===== src/rtl/lsu_mem_ctrl_if.sv =====
// Request/response channel between the MEM stage and the LSU, and the
// word-wide data-memory port driven by the LSU.

interface lsu_req_if;
    logic        req_valid;
    logic        req_ready;
    logic        req_we;
    logic [1:0]  req_size;
    logic        req_unsigned;
    logic [31:0] req_addr;
    logic [31:0] req_wdata;
    logic        rsp_valid;
    logic [31:0] rsp_rdata;
    logic        rsp_err;
    logic        busy;

    modport master (
        output req_valid, req_we, req_size, req_unsigned, req_addr, req_wdata,
        input  req_ready, rsp_valid, rsp_rdata, rsp_err, busy
    );

    modport slave (
        input  req_valid, req_we, req_size, req_unsigned, req_addr, req_wdata,
        output req_ready, rsp_valid, rsp_rdata, rsp_err, busy
    );
endinterface

interface lsu_mem_if;
    logic        mem_req;
    logic [31:0] mem_addr;
    logic [3:0]  mem_we;
    logic [31:0] mem_wdata;
    logic        mem_ack;
    logic [31:0] mem_rdata;

    modport master (
        output mem_req, mem_addr, mem_we, mem_wdata,
        input  mem_ack, mem_rdata
    );

    modport slave (
        input  mem_req, mem_addr, mem_we, mem_wdata,
        output mem_ack, mem_rdata
    );
endinterface


===== src/rtl/lsu_mem_ctrl.sv =====
// Load/store unit: splits misaligned accesses into two word accesses, forms
// byte lanes for stores, merges and extends load data, and aborts on timeout.

module lsu_mem_ctrl #(
    parameter int MAX_WAIT = 255
) (
    input  logic       clk,
    input  logic       rst_n,
    lsu_req_if.slave   req,
    lsu_mem_if.master  mem
);

    typedef enum logic [1:0] {IDLE, ACC0, ACC1, RESP} state_t;

    state_t      state_reg, state_next;
    logic        we_reg;
    logic [1:0]  size_reg;
    logic        uns_reg;
    logic [1:0]  off_reg;
    logic [31:0] base_reg;
    logic [31:0] wdata_reg;
    logic [31:0] lo_reg;
    logic [31:0] hi_reg;
    logic        err_reg;
    logic [7:0]  wait_cnt_reg;

    logic        accept;
    logic        in_acc;
    logic        ack_hit;
    logic        wait_hit;
    logic        split;
    logic [2:0]  nbytes;
    logic [3:0]  byte_keep;
    logic [31:0] wdata_masked;
    logic [63:0] wide;
    logic [7:0]  msk;
    logic [63:0] cat;
    logic [7:0]  lane_byte [4];
    logic        sign_bit;
    logic [7:0]  fill;
    logic [31:0] load_res;

    assign accept   = (state_reg == IDLE) && req.req_valid;
    assign in_acc   = (state_reg == ACC0) || (state_reg == ACC1);
    assign ack_hit  = in_acc && mem.mem_ack;
    // an ack in the final wait cycle still counts as a normal completion
    assign wait_hit = in_acc && !mem.mem_ack && (wait_cnt_reg == 8'(MAX_WAIT - 1));

    always_comb begin
        case (size_reg)
            2'b00:   nbytes = 3'd1;
            2'b01:   nbytes = 3'd2;
            default: nbytes = 3'd4;
        endcase
    end

    assign split = ({1'b0, off_reg} + nbytes) > 3'd4;
    assign cat   = {hi_reg, lo_reg};

    generate
        for (genvar gi = 0; gi < 4; gi++) begin : g_lane
            logic [2:0] lane;
            assign byte_keep[gi]           = 3'(gi) < nbytes;
            assign wdata_masked[8*gi +: 8] = byte_keep[gi] ? wdata_reg[8*gi +: 8] : 8'h00;
            assign lane                    = {1'b0, off_reg} + 3'(gi);
            assign lane_byte[gi]           = cat[{lane, 3'b000} +: 8];
            assign load_res[8*gi +: 8]     = byte_keep[gi] ? lane_byte[gi] : fill;
        end
    endgenerate

    assign wide     = {32'h0, wdata_masked} << {off_reg, 3'b000};
    assign msk      = {4'b0000, byte_keep} << off_reg;
    assign sign_bit = (size_reg == 2'b00) ? lane_byte[0][7] : lane_byte[1][7];
    assign fill     = uns_reg ? 8'h00 : {8{sign_bit}};

    always_comb begin
        state_next = state_reg;
        case (state_reg)
            IDLE: begin
                if (req.req_valid)
                    state_next = (req.req_size == 2'b11) ? RESP : ACC0;
            end
            ACC0: begin
                if (mem.mem_ack)
                    state_next = split ? ACC1 : RESP;
                else if (wait_hit)
                    state_next = RESP;
            end
            ACC1: begin
                if (mem.mem_ack || wait_hit)
                    state_next = RESP;
            end
            RESP:    state_next = IDLE;
            default: state_next = IDLE;
        endcase
    end

    always_ff @(posedge clk or negedge rst_n) begin
        if (!rst_n) begin
            state_reg    <= IDLE;
            we_reg       <= 1'b0;
            size_reg     <= 2'b00;
            uns_reg      <= 1'b0;
            off_reg      <= 2'b00;
            base_reg     <= 32'h0;
            wdata_reg    <= 32'h0;
            lo_reg       <= 32'h0;
            hi_reg       <= 32'h0;
            err_reg      <= 1'b0;
            wait_cnt_reg <= 8'h00;
        end else begin
            state_reg <= state_next;
            if (accept) begin
                we_reg    <= req.req_we;
                size_reg  <= req.req_size;
                uns_reg   <= req.req_unsigned;
                off_reg   <= req.req_addr[1:0];
                base_reg  <= {req.req_addr[31:2], 2'b00};
                wdata_reg <= req.req_wdata;
                lo_reg    <= 32'h0;
                hi_reg    <= 32'h0;
                err_reg   <= (req.req_size == 2'b11);
            end
            if (ack_hit && state_reg == ACC0)
                lo_reg <= mem.mem_rdata;
            if (ack_hit && state_reg == ACC1)
                hi_reg <= mem.mem_rdata;
            if (wait_hit)
                err_reg <= 1'b1;
            if (state_next != state_reg && (state_next == ACC0 || state_next == ACC1))
                wait_cnt_reg <= 8'h00;
            else if (in_acc && !mem.mem_ack)
                wait_cnt_reg <= wait_cnt_reg + 8'h01;
        end
    end

    always_comb begin
        mem.mem_req   = in_acc;
        mem.mem_addr  = 32'h0;
        mem.mem_we    = 4'b0000;
        mem.mem_wdata = 32'h0;
        if (state_reg == ACC0) begin
            mem.mem_addr = base_reg;
            if (we_reg) begin
                mem.mem_we    = msk[3:0];
                mem.mem_wdata = wide[31:0];
            end
        end else if (state_reg == ACC1) begin
            mem.mem_addr = base_reg + 32'd4;
            if (we_reg) begin
                mem.mem_we    = msk[7:4];
                mem.mem_wdata = wide[63:32];
            end
        end
    end

    assign req.req_ready = (state_reg == IDLE);
    assign req.busy      = (state_reg != IDLE);
    assign req.rsp_valid = (state_reg == RESP);
    assign req.rsp_err   = (state_reg == RESP) && err_reg;
    assign req.rsp_rdata = ((state_reg == RESP) && !we_reg && !err_reg) ? load_res : 32'h0;

endmodule


===== src/flat_wrapper.sv =====
// flat-port wrapper written by rule: the top's interface ports become plain ports
module lsu_mem_ctrl_flat 
#(
    parameter int MAX_WAIT = 255
)
  (clk, rst_n, req_req_valid, req_req_we, req_req_size, req_req_unsigned, req_req_addr, req_req_wdata, req_req_ready, req_rsp_valid, req_rsp_rdata, req_rsp_err, req_busy, mem_mem_req, mem_mem_addr, mem_mem_we, mem_mem_wdata, mem_mem_ack, mem_mem_rdata);
  lsu_req_if req_i ();
  lsu_mem_if mem_i ();
  input  logic clk;
  input  logic rst_n;
  input wire logic [$bits(req_i.req_valid)-1:0] req_req_valid;
  input wire logic [$bits(req_i.req_we)-1:0] req_req_we;
  input wire logic [$bits(req_i.req_size)-1:0] req_req_size;
  input wire logic [$bits(req_i.req_unsigned)-1:0] req_req_unsigned;
  input wire logic [$bits(req_i.req_addr)-1:0] req_req_addr;
  input wire logic [$bits(req_i.req_wdata)-1:0] req_req_wdata;
  output wire logic [$bits(req_i.req_ready)-1:0] req_req_ready;
  output wire logic [$bits(req_i.rsp_valid)-1:0] req_rsp_valid;
  output wire logic [$bits(req_i.rsp_rdata)-1:0] req_rsp_rdata;
  output wire logic [$bits(req_i.rsp_err)-1:0] req_rsp_err;
  output wire logic [$bits(req_i.busy)-1:0] req_busy;
  output wire logic [$bits(mem_i.mem_req)-1:0] mem_mem_req;
  output wire logic [$bits(mem_i.mem_addr)-1:0] mem_mem_addr;
  output wire logic [$bits(mem_i.mem_we)-1:0] mem_mem_we;
  output wire logic [$bits(mem_i.mem_wdata)-1:0] mem_mem_wdata;
  input wire logic [$bits(mem_i.mem_ack)-1:0] mem_mem_ack;
  input wire logic [$bits(mem_i.mem_rdata)-1:0] mem_mem_rdata;
  assign req_i.req_valid = req_req_valid;
  assign req_i.req_we = req_req_we;
  assign req_i.req_size = req_req_size;
  assign req_i.req_unsigned = req_req_unsigned;
  assign req_i.req_addr = req_req_addr;
  assign req_i.req_wdata = req_req_wdata;
  assign req_req_ready = req_i.req_ready;
  assign req_rsp_valid = req_i.rsp_valid;
  assign req_rsp_rdata = req_i.rsp_rdata;
  assign req_rsp_err = req_i.rsp_err;
  assign req_busy = req_i.busy;
  assign mem_mem_req = mem_i.mem_req;
  assign mem_mem_addr = mem_i.mem_addr;
  assign mem_mem_we = mem_i.mem_we;
  assign mem_mem_wdata = mem_i.mem_wdata;
  assign mem_i.mem_ack = mem_mem_ack;
  assign mem_i.mem_rdata = mem_mem_rdata;
  lsu_mem_ctrl #(.MAX_WAIT(MAX_WAIT)) u_core (.clk(clk), .rst_n(rst_n), .req(req_i), .mem(mem_i));
endmodule

===== config.mk =====
export PLATFORM = sky130hd
export DESIGN_NAME = lsu_mem_ctrl_flat
export DESIGN_NICKNAME = d
export VERILOG_FILES = /design/src/rtl/lsu_mem_ctrl_if.sv /design/src/rtl/lsu_mem_ctrl.sv /design/src/flat_wrapper.sv
export SDC_FILE = /design/constraint.sdc
export NUM_CORES = 1
export LEC_CHECK = 0
export CORE_AREA = 2 2 139 107
export CTS_CLUSTER_SIZE = 10
export DETAILED_ROUTE_END_ITERATION = 10
export DIE_AREA = 0 0 141 109
export DONT_BUFFER_PORTS = 1
export PLACE_DENSITY = 0.75
export SYNTH_ARGS = -nofsm -noshare
export SYNTH_HDL_FRONTEND = slang
export SYNTH_SLANG_ARGS = --single-unit

===== constraint.sdc =====
create_clock -name clk -period 6.3 [get_ports clk]
set_clock_uncertainty 0.1 [all_clocks]
set_input_delay 1.575 -clock clk [delete_from_list [all_inputs] [get_ports clk]]
set_output_delay 1.575 -clock clk [all_outputs]
set_load 0.02 [all_outputs]

* Word level (Yosys, flattened, before mapping) *
Cells that the tools add are included.

word-level totals
  bits in registers = 143
  logic and storage cells = 96
  output and inout bits = 105

cells by class
  equality and inequality tests = 9
  magnitude comparators = 5
  reduce and logical (&&, ||, !) cells = 23
  shift-type cells = 6
  mux-type cells = 36
  add/subtract/negate cells = 6

operators with widths
  operator                 count
  $mux W32                 10
  $shiftx A64 B7 Y8        3
  $mux W8                  11
  $shiftx A64 B6 Y8        1
  $shl A32 B5 Y64          1
  $add A32 B3 Y32 const B  1
  $mux W4                  4
  $logic_and A1 B1 Y1      10
  $mux W2                  5
  $reduce_bool A2 Y1       5
  $add A8 B1 Y8 const B    1
  $eq A2 B2 Y1 const B     4
  $eq A8 B8 Y1 const B     1
  $pmux W2 S4              1
  $shl A4 B2 Y8            1
  $add A2 B2 Y3 const B    2
  $eq A2 B1 Y1 const B     3
  $lt A1 B3 Y1 const A     2
  $lt A2 B3 Y1 const A     2
  $pmux W3 S2              1
  $logic_not A2 Y1         2
  $mux W1                  4
  $add A2 B1 Y3 const B    1
  $add A2 B3 Y3            1
  4 further kinds          8

* Longest topological paths before layout *
Gate-level depths: netlist (run 1).

  depth after elaboration = 11
  depth in mapped cells = 11
  gate-level depth less buffers = 9

* Worst setup path after synthesis (run 1) *
OpenSTA, ideal clock, no wires.

  kind = register to output
  start = reg u_core.size_reg[0]
  end = out mem_mem_wdata[7]
  cell stages (with the launch flop) = 11
  arrival time = 2.511 ns
  buffers on the path = 3
  setup slack = 2.114 ns
  cell sequence = dfrtp_1 -> nor2_1 -> inv_1 -> clkbuf_1 -> ha_1 -> clkbuf_1 -> clkbuf_1 -> nor3b_1 -> a31oi_1 -> a21oi_1 -> a22o_1

between the ends
  word-level cells in the longest chain between the ends = 8

ends and longest elaborated chain
  item                                                     RTL line             RTL
  from (decl)                                              lsu_mem_ctrl.sv:17   logic [1:0] size_reg;
  from (signal assigned)                                   lsu_mem_ctrl.sv:115  size_reg <= req.req_size;
  $eq A2 B1 Y1 / $logic_not A2 Y1 (equally long branches)  lsu_mem_ctrl.sv:50   case (size_reg)
  $pmux W3 S2 *                                            lsu_mem_ctrl.sv:50
  $lt A1 B3 Y1 / $lt A2 B3 Y1 (equally long branches)      lsu_mem_ctrl.sv:63   assign byte_keep[gi] = 3'(gi) < nbytes;
  $mux W8                                                  lsu_mem_ctrl.sv:64   assign wdata_masked[8*gi +: 8] = byte_keep[gi] ? wdata_reg[8*gi +: 8] : 8'h00;
  $shl A32 B5 Y64 *                                        lsu_mem_ctrl.sv:71   assign wide = {32'h0, wdata_masked} << {off_reg, 3'b000};
  $mux W32                                                 lsu_mem_ctrl.sv:150  if (we_reg) begin
  $mux W32                                                 lsu_mem_ctrl.sv:148  end else if (state_reg == ACC1) begin
  $mux W32 *                                               lsu_mem_ctrl.sv:142  if (state_reg == ACC0) begin
  to (decl)                                                flat_wrapper.sv:25   output wire logic [$bits(mem_i.mem_wdata)-1:0] mem_mem_wdata;

Mark *: on every way between the ends. The rest lies on a longest branch, timed or not.

* Worst setup path in the final report (run 1) *
  start = reg u_core.size_reg[0]
  end = out mem_mem_wdata[26]

Same word-level chain as after synthesis.

==> run summary, run 1 <==
The run finished with clean final reports. Counting flops and latches in the post-synthesis netlist gives 135. The max-slew violation total from the final report was 0; the share of the synthesized area in compound gates (AO/OA/AOI/OAI) was 12.6%. Clock tree synthesis found a total of 135 sinks. The insertion delay to the later sink of the worst-skew pair is 420 ps.

The number of different library cells used by synthesis comes to 52. Total number of H-tree levels: 4. The routed design has 23000 um of wire. The transition time of the tightest slew-check pin is 1040 ps. TritonCTS built the clock tree.

From bottom edge to top edge, the die measures 109 um. The area growth from synthesis to layout is 9.32%. The post-detailed-route wirelength per cell is 23.3 um. The count of nets left with antenna violations once routing finished came out at 0.

Number of enable-type register cells in the synthesized netlist: 0. Counting I/O delays and the setup requirement, the final critical path takes 5600 ps. The run gives 0 ps as the setup TNS after final layout. Initial antenna violation count: 2. Averaged over all synthesized cells, the footprint is 9.98 um2. The number of standard cells after synthesis is 825, and the share of the cycle needed by the critical path after routing is 88.9%.

After filler insertion, the fill cell instance count of the layout stands at 1141. The power density of the placed cells came out at 614 nW/um2. Global routing finished with a remaining overflow of 0.

Of all nets on the critical path, the largest fanout is 19. The number of hold buffers added after CTS was 0; the sequential-to-total area share from yosys stat was 41.0%. The share of post-route cells with drive strength above 1 was 19.3%. For this run, the share of the core covered by cells in the final layout is 63.7%. The count of unresolved DRC violations after routing is 0. Leakage power: 3.80 nW. Of the total synthesized cell area, the portion taken by XOR and XNOR cells is 2.87%.

The via count of the first global-routing pass is 6539. The first global-routing pass estimated 36200 um of wire. The tools report the number of nets in the final layout as 905. The tools report the number of vias after detailed routing as 6571. Setup violations remaining at the end of the flow were counted as 0. After synthesis, the largest family of logic cells by area is multiplexers. In this run the standard cell core region covers 14100 um2.

Summing the areas of all and, or, nand and nor instances in the mapped netlist gives 18.3% of the synthesized area. Summing all multi-input logic gate instances after layout gives 4530 um2. Once detailed placement completed, the half-perimeter wirelength came to 15600 um.

The root buffer cell was clkbuf_16. The clock passes through at most 2 buffers. The run gives 0 as the number of hold-slack violations in the final timing report. After the flow finishes, the layout carries non-filler instances totaling 986.

The tools report the area of placed instances as 8290 um2. The count of input and output buffers was 0. For this design the top-level I/O count stands at 209. The congestion estimate from routability-driven global placement came to 0.876.

The first-iteration detailed-routing DRC count is 687, and the number of maximum-capacitance violations is 0. The number of buffers added by the clock tree synthesis step came out at 17. The design area was 9000 um2. The startpoint type of the worst setup path is a flip-flop. The worst hold path belongs to the class flip-flop to flip-flop.

The area used by sequential logic in the layout came out at 3380 um2. The most used flip-flop cell after synthesis is dfrtp_1. Setup repair after global routing left no endpoint under its margin. The critical path is of the flip-flop to output pin type. The mapped netlist covers 8230 um2.

The required time of the worst setup path is 4620 ps, and the synthesis warning total is 0. Entering global routing, the biggest net connects 136 pins. Counting flops with an async set or reset pin after synthesis yields a share of 100%.

The die covers 15400 um2. The number of gates resized after cts was 0; the number of buffers inserted by post-CTS setup repair was 0. Timing would allow up to 179 MHz. Summing the areas of all fa, ha and maj instances in the mapped netlist gives 1.61% of the synthesized area.

For this run, the detailed router's first-pass iteration total came to 8. The run gives 38 as the standard-cell row count. Leaving out fill and tap cells, the most frequent cells in the layout are dfrtp_1 (133), nor2_1 (83), nand2_1 (76).

The initial cell density of the core is 58.3%. After detailed routing, the number of vias per cell comes to 6.66. Measured against the total synthesized area, the mux share comes to 19.4%.

After clock tree synthesis, the clock-pin slew on the worst setup and hold paths is 60 ps. Data on the critical path arrives at its endpoint at 3920 ps. Leaving out fill and tap cells, the most frequent cell in the layout is dfrtp_1. The worst-case IR drop observed on VDD is 0.258 mV.

Counting tap cells, the placed design contains a total of 952 instances. The die is 141 um wide. The worst setup path is captured at an output pin. Global routing used 30.4% of the available tracks across all layers. Measured against its own limit, the worst slew margin works out to 30.5%.
-- worst max-delay path, stage by stage, from the launching register on --
cell and delay (ps):
dfrtp_1 370, nor2_2 50, buf_4 220, inv_1 400, ha_1 620, nor2b_1 720
a22oi_1 220, and2_1 200, a211oi_1 710
-- report_power, final --
| part | internal, mW | switching, mW |
|---|---|---|
| combinational | 1.07 | 1.55 |
| clock | 0.798 | 0.404 |
| sequential | 1.22 | 0.482 |
-- kinds of logic after synthesis --
group | count (synthesis)
simple gates | 307
compound gates | 149
flops | 135
mux | 111
buf+inv | 85
xor+xnor | 27
fa+ha+maj | 10
other cells | 1
-- synth_stat cells (9+ instances only) --
cell type	n	area, um2
nand2_1	77	289
nor3_1	13	65.1
a21oi_1	34	170
nand3_1	37	185
mux2_2	70	788
xnor2_1	11	96.3
ha_1	9	113
dfrtp_1	135	3380
xor2_1	16	140
mux2i_1	9	90.1
and2_1	29	181
a22o_1	43	377
inv_1	22	82.6
mux4_2	32	721
buf_1	9	33.8
nand4_1	12	75.1
a211oi_1	10	75.1
a31oi_1	11	68.8
clkbuf_1	45	169
nor2_1	84	315
o21ai_0	16	80.1
nor3b_1	12	90.1
nor2b_1	17	106
-- per-stage QoR --
| stage | setup slack [ps] | hold WS [ps] | power (mW) |
|---|---|---|---|
| floorplan | 2110 | 361 | 3.70 |
| global placement | 1400 | 377 | 4.18 |
| detailed placement | 1270 | 387 | 4.28 |
| CTS | 794 | 404 | 5.51 |
| global route | 486 | 423 | 5.87 |
| finish | 701 | 393 | 5.53 |
-- layout make-up --
type                       instances  area share (%)
multi-input combinational        606            50.3
sequential                       135            37.6
clock inverter                    14            2.96
timing repair buffer               9           0.751
antenna                            2          0.0556
clock buffer                      18            4.88
tap                              180            2.50
inverter                          22           0.918
-- worst paths after layout --
| kind | to | slack (ps) | cells after the start | start |
|---|---|---|---|---|
| min in group asynchronous | u_core.wdata_reg[29] | 740 | 0 | rst_n |
| setup reg to reg | u_core.wait_cnt_reg[2] | 2550 | 8 | u_core.off_reg[1] |
| max in group asynchronous | u_core.base_reg[23] | 5140 | 0 | rst_n |
| hold / removal | u_core.hi_reg[16] | 390 | 2 | u_core.hi_reg[16] |
| hold reg to reg | u_core.hi_reg[16] | 390 | 2 | u_core.hi_reg[16] |
| setup / recovery | mem_mem_wdata[26] | 700 | 8 | u_core.size_reg[0] |
-- routing by layer --
metal	share of wire [%]	vias to the layer above	GRT usage, %
met3	10	49	10.5
met5	0.057	-	0
li1	-	2903	-
met1	40	3259	38.7
met2	47	358	48.9
met4	2.1	2	10.9
(Power assumes the default switching activity.)
==> run 2, diff against run 1 <==
--- a/config.mk
+++ b/config.mk
@@ -5,12 +5,12 @@
 export SDC_FILE = /design/constraint.sdc
 export NUM_CORES = 1
 export LEC_CHECK = 0
-export CORE_AREA = 2 2 139 107
+export CORE_AREA = 2 2 121 123
 export CTS_CLUSTER_SIZE = 10
 export DETAILED_ROUTE_END_ITERATION = 10
-export DIE_AREA = 0 0 141 109
+export DIE_AREA = 0 0 123 125
 export DONT_BUFFER_PORTS = 1
-export PLACE_DENSITY = 0.75
+export PLACE_DENSITY = 0.74
 export SYNTH_ARGS = -nofsm -noshare
 export SYNTH_HDL_FRONTEND = slang
 export SYNTH_SLANG_ARGS = --single-unit
==> run 2 against run 1 <==
Fmax rose by 8.1%. Register-to-register slack gained 480 ps. Wire length decreased by 3.1%. Via count decreased by 0.11%. Flip-flop and latch count stayed put. Largest power group unchanged. Combinational power down 2%. Power is 2.7% lower. Largest cell class unchanged. Count of clock-buffer cells in the layout stayed put. Sequential share of layout area increased by 0.33 points. Setup slack better by 420 ps. Die area barely moved. Clock power fell by 9%.
==> run summary, run 2 (synthesized netlist as in run 1, its figures left out) <==
At the worst endpoint, the required time is 4620 ps. STA puts the critical path data arrival time at 3510 ps. Maximum number of pins on one net before global-route repair: 136. The initialized floorplan defines 44 standard-cell rows.

For the total number of H-tree levels, the log shows 4. The startpoint type of the worst setup path is a flip-flop. Number of clock sinks: 135. The leakage power is 3.76 nW. Post-detailed-route wirelength per cell: 22.6 um.

The tool flagged a number of max-cap violations equal to 0. Counting tap cells, the placed design contains a total of 953 instances. In the layout the commonest cells are dfrtp_1 (133), nor2_1 (83), nand2_1 (76).

The number of buffers added by the clock tree synthesis step is 17, and the design area is 8920 um2. The number of setup violations in the final report was 0. The first routing iteration left 502 violations. The critical path class is flip-flop to output pin. The run gives 0 as the remaining global-route overflow. The worst path meets setup with 1120 ps of slack. Root buffer cell: clkbuf_16.

The analysis attributes to net switching a power of 2.38 mW. Stage delay of the slowest cell on the critical path: 660 ps. The number of gates resized after cts is 0. IR analysis of the VDD net gives a maximum drop of 0.300 mV.

TritonCTS built the clock tree. For the number of hold buffers added after CTS, the log shows 0. The run gives 0 as the number of hold-slack violations in the final timing report. The tools report the headroom to the max-slew limit as 19.2%. The final critical path takes up 82.2% of the cycle. The sum of buffers and inverters on the critical path was 1. The logs give 1620 ps for the setup slack at placement and 20.2% for the power share of the clock group. Setup repair after global routing left no endpoint under its margin.

The logs give 193 MHz for the maximum clock frequency and 15400 um2 for the floorplan die area. Of the total power, combinational logic draws 47.5%. Switching fraction of total power: 44.2%. The sort of element at the end of the critical path is an output pin.

In this run the power density over the cells is 603 nW/um2. The tightest min-delay check is of the flip-flop to flip-flop type. The run gives 902 as the number of nets in the final layout. Buffers placed on the I/O ports in this run total 0.

In this design, the largest share of critical-path delay is due to simple AND/OR/NAND/NOR gates. The detail route stage leaves a number of antenna-violating nets equal to 0. The smallest clock period supported by the final layout is computed as 5180 ps.

Cells fill 62.8% of the core in the end. The post-detailed-route via-to-cell ratio came out at 6.66. Transition time of the tightest slew-check pin: 1210 ps. Among all stages on the critical path, the largest delay is contributed by ha_1.

The overall power came out at 5.38 mW. The library cell used most frequently in the layout, excluding fill and tap cells, is dfrtp_1. From bottom edge to top edge, the die measures 125 um. In this run, flip-flops and latches consume 32.3% of the power. Relative to the synthesized area, the layout overhead comes to 8.37%. The max-slew violation total from the final report was 0. The die width works out to 123 um. In the final layout, the share of cells above drive strength 1 is 19.0%. The flow ran to the end, and the final reports show no timing, DRC or antenna violations.

The number of vias after detailed routing came out at 6564. Once the floorplan was initialized, standard cells occupied 58.0% of the core. Count of unresolved DRC violations after routing: 0. The first global-routing pass estimated 34000 um of wire. In the final timing run, aggregate negative setup slack is 0 ps. After detailed routing, the total wire length is 22300 um. The estimated wirelength of the detail-placed design is 15200 um, and the initial antenna violation count is 4. Pin placement for this block handled 209 I/O pins.

The top fanout value on the critical path is 14, and the internal power summed over all cells is 3.00 mW. The critical path goes through nor2_2, inv_1, ha_1, nor2b_1, a22oi_1, and2_1, a211oi_1. In this run the cell area measured after placement is 8280 um2. Clock slew at the register clock pins of the worst setup and hold paths: 60 ps. The detailed-router iteration count before antenna repair came out at 5. The final weighted congestion of routability-driven global placement is 0.928, and the number of buffers inserted by post-CTS setup repair is 0.

For the via count of the first global-routing pass, the log shows 6347. No sink is reached through more buffers than the 2 on the longest clock path. The insertion delay to the later sink of the worst-skew pair is 420 ps, and the number of fillers in the final layout is 1160. The worst hold margin is 400 ps, and the flop-to-flop setup slack is 3030 ps. In the global route stage, overall resource usage came out at 28.7%. The logs give 14200 um2 for the placeable core region and 985 for the number of standard cells in the final layout excluding fillers.
[run 2: cell count changes in the layout (fill, tap and decap cells not counted)]
cell	previous run	this run
nor3b_1	12	11
bufinv_16	7	5
clkinv_4	1	3
nor3b_2	0	1
inv_6	4	0
clkinv_2	1	4
buf_4	9	6
diode_2	2	1
[run 2: area by class of cell]
cell class	count	area [um2]	share of cell area, %
repair buffers	6	45.0	0.505
well taps	184	230	2.58
clock inverters	13	204	2.29
flip-flops and latches	135	3380	37.9
multi-input cells	606	4540	50.8
diodes	1	2.50	0.0280
inverters	22	82.6	0.926
clock buffers	18	439	4.92
[run 2: power groups by stage]
stage / sequential, mW / clock [mW] / combinational [mW]
2_1_floorplan: 1.47 / 0 / 2.23
3_3_place_gp: 1.69 / 0 / 2.46
3_5_place_dp: 1.73 / 0 / 2.54
4_1_cts: 1.72 / 1.10 / 2.55
5_1_grt: 1.80 / 1.14 / 2.77
6_report: 1.74 / 1.09 / 2.56
[run 2: final timing paths]
path                                    start                     end  depth (start not counted)
hold / removal               u_core.lo_reg[2]        u_core.lo_reg[2]                          1
min in group asynchronous               rst_n       u_core.lo_reg[30]                          0
max in group asynchronous               rst_n       u_core.off_reg[0]                          0
setup reg to reg            u_core.off_reg[1]  u_core.wait_cnt_reg[1]                          7
hold reg to reg              u_core.lo_reg[2]        u_core.lo_reg[2]                          1
setup / recovery           u_core.size_reg[0]       mem_mem_wdata[28]                          7
[run 2: metal layers]
metal	global-route usage, %	share of wire (%)	vias up	routed length, um
met5	0	0.15	-	34
met4	13.8	4.1	6	912
met3	11.4	10	76	2330
met2	44.4	47	331	10400
met1	35.1	38	3248	8560
li1	-	-	2903	-
